--- config.mk ---
export PLATFORM = sky130hd
export DESIGN_NAME = cla_pipe_adder
export DESIGN_NICKNAME = d
export VERILOG_FILES = /design/src/rtl/cla_pipe_adder.sv
export SDC_FILE = /design/constraint.sdc
export NUM_CORES = 1
export LEC_CHECK = 0
export ABC_AREA = 0
export BUFFER_PORTS_ARGS = -buffer_cell sky130_fd_sc_hd__buf_2
export CAP_MARGIN = 20
export CORE_UTILIZATION = 53
export CTS_CLUSTER_SIZE = 24
export DETAILED_ROUTE_END_ITERATION = 10
export PLACE_DENSITY_LB_ADDON = 0.1
export SYNTH_ARGS = -nofsm -noshare
export SYNTH_HDL_FRONTEND = slang
export SYNTH_SLANG_ARGS = --single-unit
--- constraint.sdc ---
create_clock -name CLK -period 2.5 [get_ports CLK]
set_input_delay 0.5 -clock CLK [delete_from_list [all_inputs] [get_ports CLK]]
set_output_delay 0.5 -clock CLK [all_outputs]
set_load 0.02 [all_outputs]
--- src/rtl/cla_pipe_adder.sv ---
// cla_pipe_adder: two-stage pipelined WIDTH-bit adder built from chained
// 4-bit carry-lookahead slices. Stage 1 adds the low half and captures the
// mid carry plus the upper operand halves; stage 2 adds the upper half and
// registers the full result. Valid/ready handshake on both sides.
//
// WIDTH must be a multiple of 8 so each half is made of whole 4-bit slices.
//
// Ports:
//   CLK        rising-edge clock
//   RST        asynchronous active-high reset
//   IN_VALID   operand word valid
//   IN_READY   block accepts operands this cycle (combinational from OUT_READY)
//   A, B       operands (unsigned or two's complement)
//   C0         carry-in
//   OUT_VALID  result valid
//   OUT_READY  consumer accepts result this cycle
//   S          sum A+B+C0 modulo 2^WIDTH
//   CO         carry-out of the MSB
//   OVF        signed overflow
module cla_pipe_adder #(
  parameter int unsigned WIDTH = 16
) (
  input  logic             CLK,
  input  logic             RST,
  input  logic             IN_VALID,
  output logic             IN_READY,
  input  logic [WIDTH-1:0] A,
  input  logic [WIDTH-1:0] B,
  input  logic             C0,
  output logic             OUT_VALID,
  input  logic             OUT_READY,
  output logic [WIDTH-1:0] S,
  output logic             CO,
  output logic             OVF
);

  localparam int unsigned HALF = WIDTH / 2;
  localparam int unsigned NSL  = HALF / 4;

  // One 4-bit lookahead slice: returns {group_generate, group_propagate, sum[3:0]}.
  function automatic logic [5:0] cla4(input logic [3:0] a, input logic [3:0] b,
                                      input logic cin);
    logic [3:0] p;
    logic [3:0] g;
    logic [3:0] c;
    logic       gp;
    logic       gg;
    p    = a ^ b;
    g    = a & b;
    c[0] = cin;
    c[1] = g[0] | (p[0] & cin);
    c[2] = g[1] | (p[1] & g[0]) | (p[1] & p[0] & cin);
    c[3] = g[2] | (p[2] & g[1]) | (p[2] & p[1] & g[0]) | (p[2] & p[1] & p[0] & cin);
    gp   = &p;
    gg   = g[3] | (p[3] & g[2]) | (p[3] & p[2] & g[1]) | (p[3] & p[2] & p[1] & g[0]);
    return {gg, gp, p ^ c};
  endfunction

  // Half-width adder: slices chained through their group carries; returns {carry_out, sum}.
  function automatic logic [HALF:0] add_half(input logic [HALF-1:0] a,
                                             input logic [HALF-1:0] b,
                                             input logic cin);
    logic [HALF-1:0] sum;
    logic            carry;
    logic [5:0]      r;
    sum   = '0;
    carry = cin;
    for (int unsigned i = 0; i < NSL; i++) begin
      r             = cla4(a[4*i +: 4], b[4*i +: 4], carry);
      sum[4*i +: 4] = r[3:0];
      carry         = r[5] | (r[4] & carry);
    end
    return {carry, sum};
  endfunction

  logic            s1_valid;
  logic [HALF-1:0] s1_lo;
  logic            s1_c;
  logic [HALF-1:0] s1_a_hi;
  logic [HALF-1:0] s1_b_hi;
  logic            s1_a_msb;
  logic            s1_b_msb;

  logic            accept;
  logic            s2_adv;
  logic [HALF:0]   lo_res;
  logic [HALF:0]   hi_res;

  // Handshake: stage 1 may advance when the output register is empty or draining.
  assign s2_adv   = s1_valid && (!OUT_VALID || OUT_READY);
  assign IN_READY = !s1_valid || s2_adv;
  assign accept   = IN_VALID && IN_READY;

  always_comb lo_res = add_half(A[HALF-1:0], B[HALF-1:0], C0);
  always_comb hi_res = add_half(s1_a_hi, s1_b_hi, s1_c);

  // Stage 1: low-half sum, mid carry and upper operand halves.
  always_ff @(posedge CLK or posedge RST) begin
    if (RST) begin
      s1_valid <= 1'b0;
      s1_lo    <= '0;
      s1_c     <= 1'b0;
      s1_a_hi  <= '0;
      s1_b_hi  <= '0;
      s1_a_msb <= 1'b0;
      s1_b_msb <= 1'b0;
    end else if (accept) begin
      s1_valid <= 1'b1;
      s1_lo    <= lo_res[HALF-1:0];
      s1_c     <= lo_res[HALF];
      s1_a_hi  <= A[WIDTH-1:HALF];
      s1_b_hi  <= B[WIDTH-1:HALF];
      s1_a_msb <= A[WIDTH-1];
      s1_b_msb <= B[WIDTH-1];
    end else if (s2_adv) begin
      s1_valid <= 1'b0;
    end
  end

  // Stage 2: upper-half sum and result flags; holds while the consumer stalls.
  always_ff @(posedge CLK or posedge RST) begin
    if (RST) begin
      OUT_VALID <= 1'b0;
      S         <= '0;
      CO        <= 1'b0;
      OVF       <= 1'b0;
    end else if (s2_adv) begin
      OUT_VALID <= 1'b1;
      S         <= {hi_res[HALF-1:0], s1_lo};
      CO        <= hi_res[HALF];
      OVF       <= (s1_a_msb == s1_b_msb) && (hi_res[HALF-1] != s1_a_msb);
    end else if (OUT_READY) begin
      OUT_VALID <= 1'b0;
    end
  end

endmodule
==> run metrics <==
remaining antenna violation count after routing 0; drt total wl around 3800 um; row cnt 23; drt drc 0; Sequential Area roughly 1100 um^2; first-pass GRT wire length between 6000 and 7000 um; IO Pins between 50 and 60; largest family of logic cells by synthesized area multiplexers; Die Ht about 67 um; Syn. warnings 0; largest net degree at the start of global routing 30; starting density of the core 55.97%; H-tree Lvls 2; hold_buf cts 0; Max Clock Skew 0.009357 ns; Detail Placement HPWL between 2000 and 3000 um; routed vias ~1,500; Max-cap violations 0; DIE AREA between 4000 and 5000 um^2; Hold Path Class in -> async; Final Setup Violations 0; postcts setup bufs 0; initial antenna violation count 0; critical path capture point type flip-flop; end-of-flow core utilization around 67%; Cell Area, Synth between 2000 and 2500 um^2; Slew HR between 50% and 60%; CTS buffer count 5; adder-cell share of the synthesized area roughly an eighth; post-CTS sizing 0; Yosys cell types 27; vias per cell 5.010; CP Max Fanout 3; Post-Synth XOR/XNOR Area 4.242%; Synth Register Bits between 40 and 50; root buf cell clkbuf_8; clock share of power between 10% and 20%; sequential share of power roughly 46%; footprint of the multi-input gates roughly 1100 um^2; Hold Slack roughly 0.28 ns; Comb pwr share 35.4%; Seq/Total Area, Yosys between 40 and 50%; mux cell area share after synthesis between 10% and 20%; fin crit period about 2.2 ns; Area growth syn-to-layout 19.34%; Die X approximately 67 um; Skew-Pair Late Insertion Delay between 0.2 and 0.3 ns; Placeable Area about 4100 um^2; TritonCTS clock tree done; critical path class reg -> reg; gr usage total just under 20%; fill count around 340; Slew @ Worst Pin ~0.61 ns; commonest non-fill, non-tap cell in the layout buf_2; layout net count 310; Placer Congestion between 0.7 and 0.8; share of layout cells above drive strength 1 between 30% and 40%; first drt pass iteration count 4; CTS Buffer Depth 2; DR WL/cell around 13 um; RSZ-0062 raised after global routing no; Mapped Nets ~250; switching share of power between 30% and 40%; critical path required time 2.68 ns; critical path launch point type flip-flop; PortBufs 56; Synth Area per Inst 12.02 um^2; vias in the first global route around 1,400; Final Cycle Share 88.11%; Peak Freq approximately 450 MHz; clock net sink count 45; Reg clk slew, reported paths about 0.08 ns; most frequent cells in the layout buf_2 (56), dfrtp_1 (45), mux2_2 (26); WP data arrival between 2 and 2.5 ns; status finished, final reports clean; grt total ovfl 0; Leak roughly 1.3 nW; simple logic cell fraction of the synthesized area around 6.7%; TNS Setup 0 ns; final hold violations 0; Worst IR Drop VDD about 0.46 mV; Mapped Cells about 190; Slew Viols, Final 0; Int Pwr about 1.4 mW; ant diodes 0; Compound-Gate Fraction of Synth Area between 10% and 20%; Initial DRC Count 54; PwrDens 811.4 nW/um^2; sw power 0.7571 mW
critical path: stages (launching register included):
cell and delay (ns):
dfrtp_1 0.40, ha_1 0.32, a211oi_1 0.30, nor2_1 0.12, o21ai_0 0.17, nand2b_1 0.11
fa_1 0.43, mux2_2 0.26
cell families after synthesis:
kind of cell / Yosys count
buf+inv: 14
fa+ha+maj: 20
flops: 45
simple gates: 34
mux: 26
xor+xnor: 11
compound gates: 39
cell usage after synthesis:
library cell | count | area, um^2
dfrtp_1 | 45 | 1126
mux2_2 | 26 | 292.8
nand2_1 | 19 | 71.32
o21ai_0 | 17 | 85.08
ha_1 | 16 | 200.2
inv_1 | 9 | 33.78
xor2_1 | 8 | 70.07
nand2b_1 | 7 | 43.79
nor2_1 | 5 | 18.77
a211oi_1 | 4 | 30.03
fa_1 | 4 | 80.08
a21o_1 | 3 | 22.52
buf_2 | 3 | 15.01
o21ai_1 | 3 | 15.01
o31ai_1 | 3 | 22.52
xnor2_1 | 3 | 26.28
a2111oi_2 | 2 | 30.03
a21oi_1 | 2 | 10.01
clkbuf_1 | 2 | 7.510
a21oi_2 | 1 | 8.760
a31oi_1 | 1 | 6.260
a31oi_2 | 1 | 12.51
a41oi_2 | 1 | 16.27
nand3_1 | 1 | 5.000
nand3b_1 | 1 | 7.510
nor3_1 | 1 | 5.000
o311ai_0 | 1 | 8.760
power groups by stage:
stage	registers (mW)	logic, mW	clock network (mW)
after detailed placement	1.03	0.787	0
after global routing	1.04	0.870	0.453
final	1.01	0.778	0.408
after floorplan	1.16	0.410	0
after CTS	1.02	0.790	0.424
after global placement	1.03	0.776	0
worst paths after layout:
check,start,to,slack (ns),depth (start not counted)
min in group CLK,IN_VALID,s1_valid,0.44,2
max in group asynchronous,RST,OUT_VALID,1.65,3
hold reg to reg,S[13],S[13],0.47,2
setup / recovery,s1_a_hi[0],S[12],0.30,7
hold / removal,RST,S[13],0.28,2
setup reg to reg,s1_a_hi[0],S[12],0.30,7
layer usage:
metal / wire (um) / GRT usage [%]
met1: 1930 / 27.18
met2: 1653 / 28.34
met3: 154 / 4.223
met4: 44 / 7.979
met5: 0 / 0
sequential cells by signal, summed over array words and instances (netlist names):
signal / flops
S: 16
s1_valid: 1
OUT_VALID: 1
s1_b_hi: 8
s1_c: 1
s1_a_hi: 8
CO: 1
s1_lo: 8
OVF: 1
area by class of cell:
type,count,share of cell area (%)
Sequential cell,45,41.55
Multi-Input combinational cell,130,40.17
Timing Repair Buffer,62,12.00
Clock buffer,5,2.539
Tap cell,50,2.308
Inverter,9,1.247
Clock inverter,1,0.1847
metrics by stage:
step           power, mW  cells  cell area (um^2)  setup slack [ns]
2_1_floorplan      1.572    189              2271            0.3237
3_3_place_gp       1.801    296              2636            0.1314
3_5_place_dp       1.816    296              2636            0.1233
4_1_cts            2.230    302              2710            0.2943
5_1_grt            2.365    302              2710            0.1344
6_report           2.199    302              2710            0.2973
(Power assumes the default switching activity.)
